`config.mk`:
```
export PLATFORM = sky130hd
export DESIGN_NAME = multiplicacao_num_matriz
export DESIGN_NICKNAME = d
export VERILOG_FILES = /design/src/rtl/matrix_pkg.sv /design/src/rtl/mult_elem_s8.sv /design/src/rtl/multiplicacao_num_matriz.sv
export SDC_FILE = /design/constraint.sdc
export NUM_CORES = 2
export LEC_CHECK = 0
export BUFFER_PORTS_ARGS = -buffer_cell sky130_fd_sc_hd__buf_2
export CORE_MARGIN = 10
export CORE_UTILIZATION = 50
export DETAILED_ROUTE_END_ITERATION = 8
export MAX_ROUTING_LAYER = met4
export PLACE_DENSITY = 0.77
export SLEW_MARGIN = 0
export SYNTH_ARGS = -nofsm -noshare
export SYNTH_HDL_FRONTEND = slang
export SYNTH_SLANG_ARGS = --single-unit
```
`constraint.sdc`:
```
create_clock -name clk -period 16.5 [get_ports clk]
set_input_delay 2.475 -clock clk [delete_from_list [all_inputs] [get_ports clk]]
set_output_delay 2.475 -clock clk [all_outputs]
set_load 0.01 [all_outputs]
```
`src/rtl/matrix_pkg.sv`:
```
// ------------------------------------------------------------------
// matrix_pkg: shared widths, size encodings and lane-count helper
// Rev 1.0
// ------------------------------------------------------------------
`default_nettype none

package matrix_pkg;

  localparam int ELEM_W    = 8;
  localparam int MAX_DIM   = 5;
  localparam int NUM_LANES = MAX_DIM * MAX_DIM;
  localparam int BUS_W     = NUM_LANES * ELEM_W;

  typedef enum logic [1:0] {
    SIZE_2X2 = 2'b00,
    SIZE_3X3 = 2'b01,
    SIZE_4X4 = 2'b10,
    SIZE_5X5 = 2'b11
  } size_e;

  // Number of active lanes (N*N) for a matrix_size code.
  function automatic logic [4:0] active_lanes(input logic [1:0] size);
    case (size_e'(size))
      SIZE_2X2: return 5'd4;
      SIZE_3X3: return 5'd9;
      SIZE_4X4: return 5'd16;
      default:  return 5'd25;
    endcase
  endfunction

endpackage

`default_nettype wire

```
`src/rtl/mult_elem_s8.sv`:
```
// ------------------------------------------------------------------
// mult_elem_s8: one int8 x int8 lane, wrapped 8-bit result + overflow
// Rev 1.0
// ------------------------------------------------------------------
`default_nettype none

module mult_elem_s8 (
  input  logic signed [7:0] elem_i,
  input  logic signed [7:0] scalar_i,
  input  logic              active_i,
  output logic        [7:0] prod_o,
  output logic              ovf_o
);

  logic signed [15:0] w_prod;
  logic               w_fits;

  assign w_prod = elem_i * scalar_i;

  // The product fits int8 only when bits [15:7] are a pure sign extension.
  assign w_fits = (&w_prod[15:7]) | ~(|w_prod[15:7]);

  assign prod_o = active_i ? w_prod[7:0] : 8'd0;
  assign ovf_o  = active_i & ~w_fits;

endmodule

`default_nettype wire

```
`src/rtl/multiplicacao_num_matriz.sv`:
```
// ------------------------------------------------------------------
// multiplicacao_num_matriz: scalar x square int8 matrix, 1-cycle latency
// Rev 1.0
// ------------------------------------------------------------------
`default_nettype none

module multiplicacao_num_matriz #(
  parameter int ELEM_W  = matrix_pkg::ELEM_W,
  parameter int MAX_DIM = matrix_pkg::MAX_DIM
) (
  input  logic                                clk,
  input  logic                                rst,
  input  logic                                in_valid,
  input  logic [MAX_DIM*MAX_DIM*ELEM_W-1:0]   matriz_A,
  input  logic [ELEM_W-1:0]                   num_inteiro,
  input  logic [1:0]                          matrix_size,
  output logic [MAX_DIM*MAX_DIM*ELEM_W-1:0]   nova_matriz_A,
  output logic                                overflow_flag,
  output logic                                out_valid
);

  import matrix_pkg::*;

  localparam int LANES = MAX_DIM * MAX_DIM;
  localparam int W_BUS = LANES * ELEM_W;

  logic [4:0]       w_num_active;
  logic [LANES-1:0] w_lane_active;
  logic [LANES-1:0] w_lane_ovf;
  logic [W_BUS-1:0] result_d;
  logic             ovf_d;

  logic [W_BUS-1:0] result_q;
  logic             ovf_q;
  logic             valid_q;

  assign w_num_active = active_lanes(matrix_size);

  // Row-major packing with stride N puts every active element at k < N*N.
  for (genvar k = 0; k < LANES; k++) begin : g_lane
    assign w_lane_active[k] = (5'(k) < w_num_active);

    mult_elem_s8 u_mult (
      .elem_i   (matriz_A[k*ELEM_W +: ELEM_W]),
      .scalar_i (num_inteiro),
      .active_i (w_lane_active[k]),
      .prod_o   (result_d[k*ELEM_W +: ELEM_W]),
      .ovf_o    (w_lane_ovf[k])
    );
  end

  assign ovf_d = |w_lane_ovf;

  always_ff @(posedge clk or posedge rst) begin
    if (rst) begin
      result_q <= '0;
      ovf_q    <= 1'b0;
      valid_q  <= 1'b0;
    end else begin
      valid_q <= in_valid;
      if (in_valid) begin
        result_q <= result_d;
        ovf_q    <= ovf_d;
      end
    end
  end

  assign nova_matriz_A = result_q;
  assign overflow_flag = ovf_q;
  assign out_valid     = valid_q;

endmodule

`default_nettype wire

```
# Word-level counts from Yosys, hierarchy flattened
# Index checks and enable logic that the tools add are counted.
[word_totals]
elab_cells = 233
input_bits = 213
reg_bits = 202
output_inout_bits = 202
[op_classes]
order_cmp = 25
n_reduce_logical = 52
mux = 26
multipliers = 25
eq_ne = 2
bitwise = 100
[ops]
columns = ["cell", "n"]
rows = [
  ["$mul A8 B8 Y16", 25],
  ["$reduce_and A9 Y1", 25],
  ["$reduce_or A9 Y1", 25],
  ["$mux W8", 25],
  ["$not A1 Y1", 50],
  ["$lt A5 B5 Y1 const A", 9],
  ["$lt A4 B5 Y1 const A", 8],
  ["$and A1 B1 Y1", 25],
  ["$or A1 B1 Y1", 25],
  ["$reduce_or A25 Y1", 1],
  ["$lt A3 B5 Y1 const A", 4],
  ["$pmux W5 S3", 1],
  ["$lt A1 B5 Y1 const A", 2],
  ["$lt A2 B5 Y1 const A", 2],
  ["$eq A2 B1 Y1 const B", 1],
  ["$eq A2 B2 Y1 const B", 1],
  ["$logic_not A2 Y1", 1],
]

# Longest topological paths before layout
[logic_depth]
word_depth = 7
mapped_depth = 24
ltp_nobuf = 22

# By module
# From an unflattened synthesis, not the netlist that was laid out.
[unflattened]
hier_cells = 7857
hier_area_um2 = 71645.0
[modules_own_cells]
columns = ["module", "cells_each", "n_inst", "area_per_inst_um2", "seq_area_each_um2"]
rows = [
  ["mult_elem_s8 at g_lane[18].u_mult ...", 296, 12, 2565.0, 0.0],
  ["mult_elem_s8 at g_lane[0].u_mult ...", 296, 9, 2556.2, 0.0],
  ["multiplicacao_num_matriz", 441, 1, 7537.2, 5054.8],
  ["mult_elem_s8 at g_lane[7].u_mult ...", 298, 2, 2571.2, 0.0],
  ["mult_elem_s8 at g_lane[9].u_mult", 302, 1, 2606.2, 0.0],
  ["mult_elem_s8 at g_lane[6].u_mult", 302, 1, 2573.7, 0.0],
]

# Worst setup path before layout
# OpenSTA, ideal clock, no wires.
[synth_path]
path_type = "input port to flip-flop"
from = "input num_inteiro[7]"
to = "register ovf_q (netlist: overflow_flag)"
setup_time_ns = 0.136
path_buffers = 2
cell_stages = 20
required_ns = 16.364
path_slack_ns = 7.390
arrival_ns = 8.974
cell_sequence = "clkbuf_1 -> inv_1 -> clkbuf_1 -> fa_1 -> fa_1 -> fa_1 -> fa_1 -> inv_1 -> ha_1 -> nand3_1 -> o2111ai_1 -> a21o_1 -> a221oi_1 -> xnor2_1 -> nand4_1 -> or4_1 -> mux2i_1 -> nand4_2 -> nor4_2 -> o311ai_1"
[synth_via]
elab_chain_len = 7
word_cells_on_any_way = 176
cone_classes = "mul: 25; bitwise: 100; reduce/logical: 51"
[synth_rtl]
columns = ["element", "line_no", "text"]
rows = [
  ["start: declaration", "multiplicacao_num_matriz.sv:15", "input logic [ELEM_W-1:0] num_inteiro,"],
  ["$mul A8 B8 Y16", "mult_elem_s8.sv:18", "assign w_prod = elem_i * scalar_i;"],
  ["$reduce_or A9 Y1", "mult_elem_s8.sv:21", "assign w_fits = (&w_prod[15:7]) | ~(|w_prod[15:7]);"],
  ["$not A1 Y1", "mult_elem_s8.sv:21", ""],
  ["$or A1 B1 Y1", "mult_elem_s8.sv:21", ""],
  ["$not A1 Y1", "mult_elem_s8.sv:24", "assign ovf_o = active_i & ~w_fits;"],
  ["$and A1 B1 Y1", "mult_elem_s8.sv:24", ""],
  ["$reduce_or A25 Y1 *", "multiplicacao_num_matriz.sv:52", "assign ovf_d = |w_lane_ovf;"],
  ["end signal: assignment", "multiplicacao_num_matriz.sv:63", "ovf_q <= ovf_d;"],
  ["end: declaration", "multiplicacao_num_matriz.sv:34", "logic ovf_q;"],
]
# Mark *: on every way between the ends. The rest lies on a longest branch, timed or not.
# A chain may end at the register's enable or synchronous reset.

# Worst setup path in the final report
[layout_path]
from = "input num_inteiro[2]"
to = "register ovf_q (netlist: overflow_flag)"
# Same word-level chain as after synthesis.

==> flow_summary.json <==
{
  "status": "completed",
  "ys_top_cells_by_count": "inv_1, fa_1, nand2_1",
  "use_met3_pct": 5.00,
  "avgRoutedWirePerCell_um": 17.8,
  "area_growth_pct": 7.09,
  "p_int_mw": 4.87,
  "maxSlewViolCount": 0,
  "ys_top_cells_by_area": "fa_1, ha_1, inv_1",
  "synth_top_area_cell": "fa_1",
  "yosys_warnings": 0,
  "use_met2_pct": 39.4,
  "hp-class": "flip-flop to flip-flop",
  "hold_viol_final": 0,
  "syn_inst": 7867,
  "cts_sinks": 202,
  "cts_tree": "done",
  "synth_top_family_by_area": "adder cells",
  "grt_pass1_vias": 57500,
  "synthXorXnorAreaFrac_pct": 4.71,
  "drt_wl_total_mm": 177,
  "min-delay-start": "nova_matriz_A[30]",
  "layout-drive-gt1-share_pct": 6.96,
  "drc": 0,
  "grt_max_degree": 132,
  "hold_buffers": 0,
  "clockRootBuffer": "clkbuf_16",
  "port_buffers": 414,
  "synth.most_common_cell": "inv_1",
  "grt_util_met1_pct": 29.5,
  "place.gp.congestion": 0.880,
  "clock.fmax_mhz": 111,
  "dpl_cell_area_mm2": 0.0733,
  "cp_data_required_time_ns": 17.00,
  "crit_type": "input port to flip-flop",
  "start_kind": "input port",
  "synth_nets": 10200,
  "num_rows": 136,
  "ys_ff_latch": 202,
  "synth-edff-count": 0,
  "cts.clk_slew.worst_paths_ns": 0.07,
  "rr_endpoint": "overflow_flag",
  "synthAdderAreaFrac_pct": 52.8,
  "final_cell_area_mm2": 0.0743,
  "grt_setup_unrepaired": "no",
  "tns_ns": 0,
  "start_util_pct": 50.4,
  "finalClockSkew_ns": 0,
  "multiInputGateArea_mm2": 0.0560,
  "fin_crit_ns": 9.00,
  "async_reset_ff_share_pct": 100,
  "clk_latency_ns": 0.64,
  "cp-startpoint": "num_inteiro[2]",
  "drt_iter0_markers": 2804,
  "p_clk_share_pct": 6.6,
  "nFillCells": 12200,
  "cts_setup_buffers": 0,
  "total_power_mw": 10.2,
  "reg2reg_slack_ns": 15.08,
  "busiest_layer": "met2",
  "p_sw_share_pct": 52.0,
  "ys.flop_type": "dfrtp_1",
  "nets": 10400,
  "syn_area_mm2": 0.0694,
  "pin_count": 415,
  "overflow": 0,
  "finalSetupViolCount": 0,
  "worst_pin_slew_ns": 1.19,
  "dieArea_mm2": 0.154,
  "die_w_um": 392,
  "htreeDepth": 1,
  "slew_headroom_pct": 20.9,
  "min_path_cells": 1,
  "worst-r2r-cell-count": 3,
  "numCtsBuffers": 28,
  "ant_nets": 0,
  "hpwl_mm": 142,
  "core_area_mm2": 0.138,
  "r2r_start": "overflow_flag",
  "holdPathEnd": "nova_matriz_A[30]",
  "combPwrFrac_pct": 86.6,
  "grt_pass1_wl_mm": 292,
  "ys_types": 89,
  "seqCellArea_mm2": 0.00505,
  "ys_seq_area_share_pct": 7.29,
  "powerDensity_mw_per_mm2": 137,
  "antenna_found_initial": 54,
  "vias": 52900,
  "vdd_ir_drop_max_mv": 0.0931,
  "synth_top_area_share_pct": 39.7,
  "seqPwrFrac_pct": 6.8,
  "dr.pass1.iters": 6,
  "p_leak_nw": 36.7,
  "synth-simple-area-share_pct": 15.8,
  "crit_arrival_ns": 9.50,
  "critPathMaxFanout": 54,
  "period_share_pct": 54.5,
  "end_kind": "flip-flop",
  "synth_compound_area_share_pct": 6.98,
  "cts_resized": 0,
  "vias_per_cell": 5.31,
  "clock_path_buffers": 3,
  "cap_violations": 0,
  "track_usage_pct": 24.0,
  "synth_mux_area_share_pct": 0.518,
  "avgSynthCellArea_um2": 8.82,
  "die_h_um": 392,
  "power.switching_mw": 5.28
}
worst max-delay path by stage:
stage          slack (ns)             to
2_1_floorplan        7.39  overflow_flag
3_3_place_gp         7.04  overflow_flag
3_5_place_dp         6.87  overflow_flag
4_1_cts              7.56  overflow_flag
5_1_grt              7.18  overflow_flag
6_report             7.50  overflow_flag
flip-flops by register name, indices dropped and copies added (netlist names):
| name | cells |
|---|---|
| nova_matriz_A | 200 |
| out_valid | 1 |
| overflow_flag | 1 |
critical path: stages:
cell and delay (ns):
clkbuf_8 0.40, buf_4 0.67, buf_4 0.59, nand2_1 0.16
fa_1 0.54, fa_1 0.46, fa_1 0.48, fa_1 0.50
inv_1 0.04, ha_1 0.37, and3_1 0.22, a2111o_1 0.46
a21o_1 0.19, a21oi_1 0.17, xor2_1 0.22, nand3_1 0.10
nor4_1 0.25, o22ai_1 0.29, nor4b_1 0.40, a211o_1 0.28
o311ai_1 0.12
kinds of logic after synthesis:
group,after synthesis
multiplexers,33
XOR/XNOR,373
AND/OR/NAND/NOR,2200
buffers and inverters,2207
flip-flops,202
AO/OA/AOI/OAI,752
adder cells (fa/ha/maj),2100
layer usage:
layer | wire length [um] | share of wire [%]
met5 | 0 | 0
met4 | 6070 | 3.4
met3 | 14000 | 7.9
met2 | 84600 | 48
met1 | 72500 | 41
power groups by stage:
| stage | registers [mW] | logic [mW] | clock network (mW) |
|---|---|---|---|
| 2_1_floorplan | 0.730 | 6.90 | 0 |
| 3_3_place_gp | 0.691 | 8.37 | 0 |
| 3_5_place_dp | 0.696 | 8.74 | 0 |
| 4_1_cts | 0.689 | 8.80 | 0.689 |
| 5_1_grt | 0.702 | 10.1 | 0.706 |
| 6_report | 0.690 | 8.79 | 0.667 |
stage by stage:
step	util (%)	cells	hold WS, ns	worst slack (ns)
2_1_floorplan	-	7867	0.549	7.39
3_3_place_gp	53.2	9890	0.486	7.04
3_5_place_dp	53.2	9890	0.494	6.87
4_1_cts	53.9	9939	0.509	7.56
5_1_grt	54.0	9974	0.525	7.18
6_report	54.0	9976	0.503	7.50
placed cells by master, fill, tap and decap left out, types with 13 or more instances in the layout:
cell type and n:
buf_4 28, nor2_1 115, o21bai_1 25, inv_1 1988
or3_1 18, nor2b_1 36, xnor2_1 284, nor3_1 81
nand2b_1 188, a21o_1 48, a21oi_1 145, clkbuf_16 29
mux2_2 23, o2111ai_1 21, o21ai_1 14, nand4_1 26
diode_2 37, and2_1 553, a211oi_1 28, ha_1 725
fa_1 1375, xor2_1 89, a31oi_1 15, o31a_1 14
and3_1 21, o21a_1 53, nand3_1 55, o21ai_0 215
nand2_1 991, buf_2 405, o211ai_1 13, or2_2 19
o22ai_1 71, dfrtp_1 202, nor4_1 32
final cells by class:
class / count / share of cell area, %
Multi-Input combinational cell: 5458 / 75.4
Inverter: 1990 / 10.1
Sequential cell: 202 / 6.80
Timing Repair Buffer: 446 / 3.26
Tap cell: 1794 / 3.02
Clock buffer: 36 / 1.07
Clock inverter: 13 / 0.214
Antenna cell: 37 / 0.125
No activity file was read; power rests on OpenSTA's default activity.
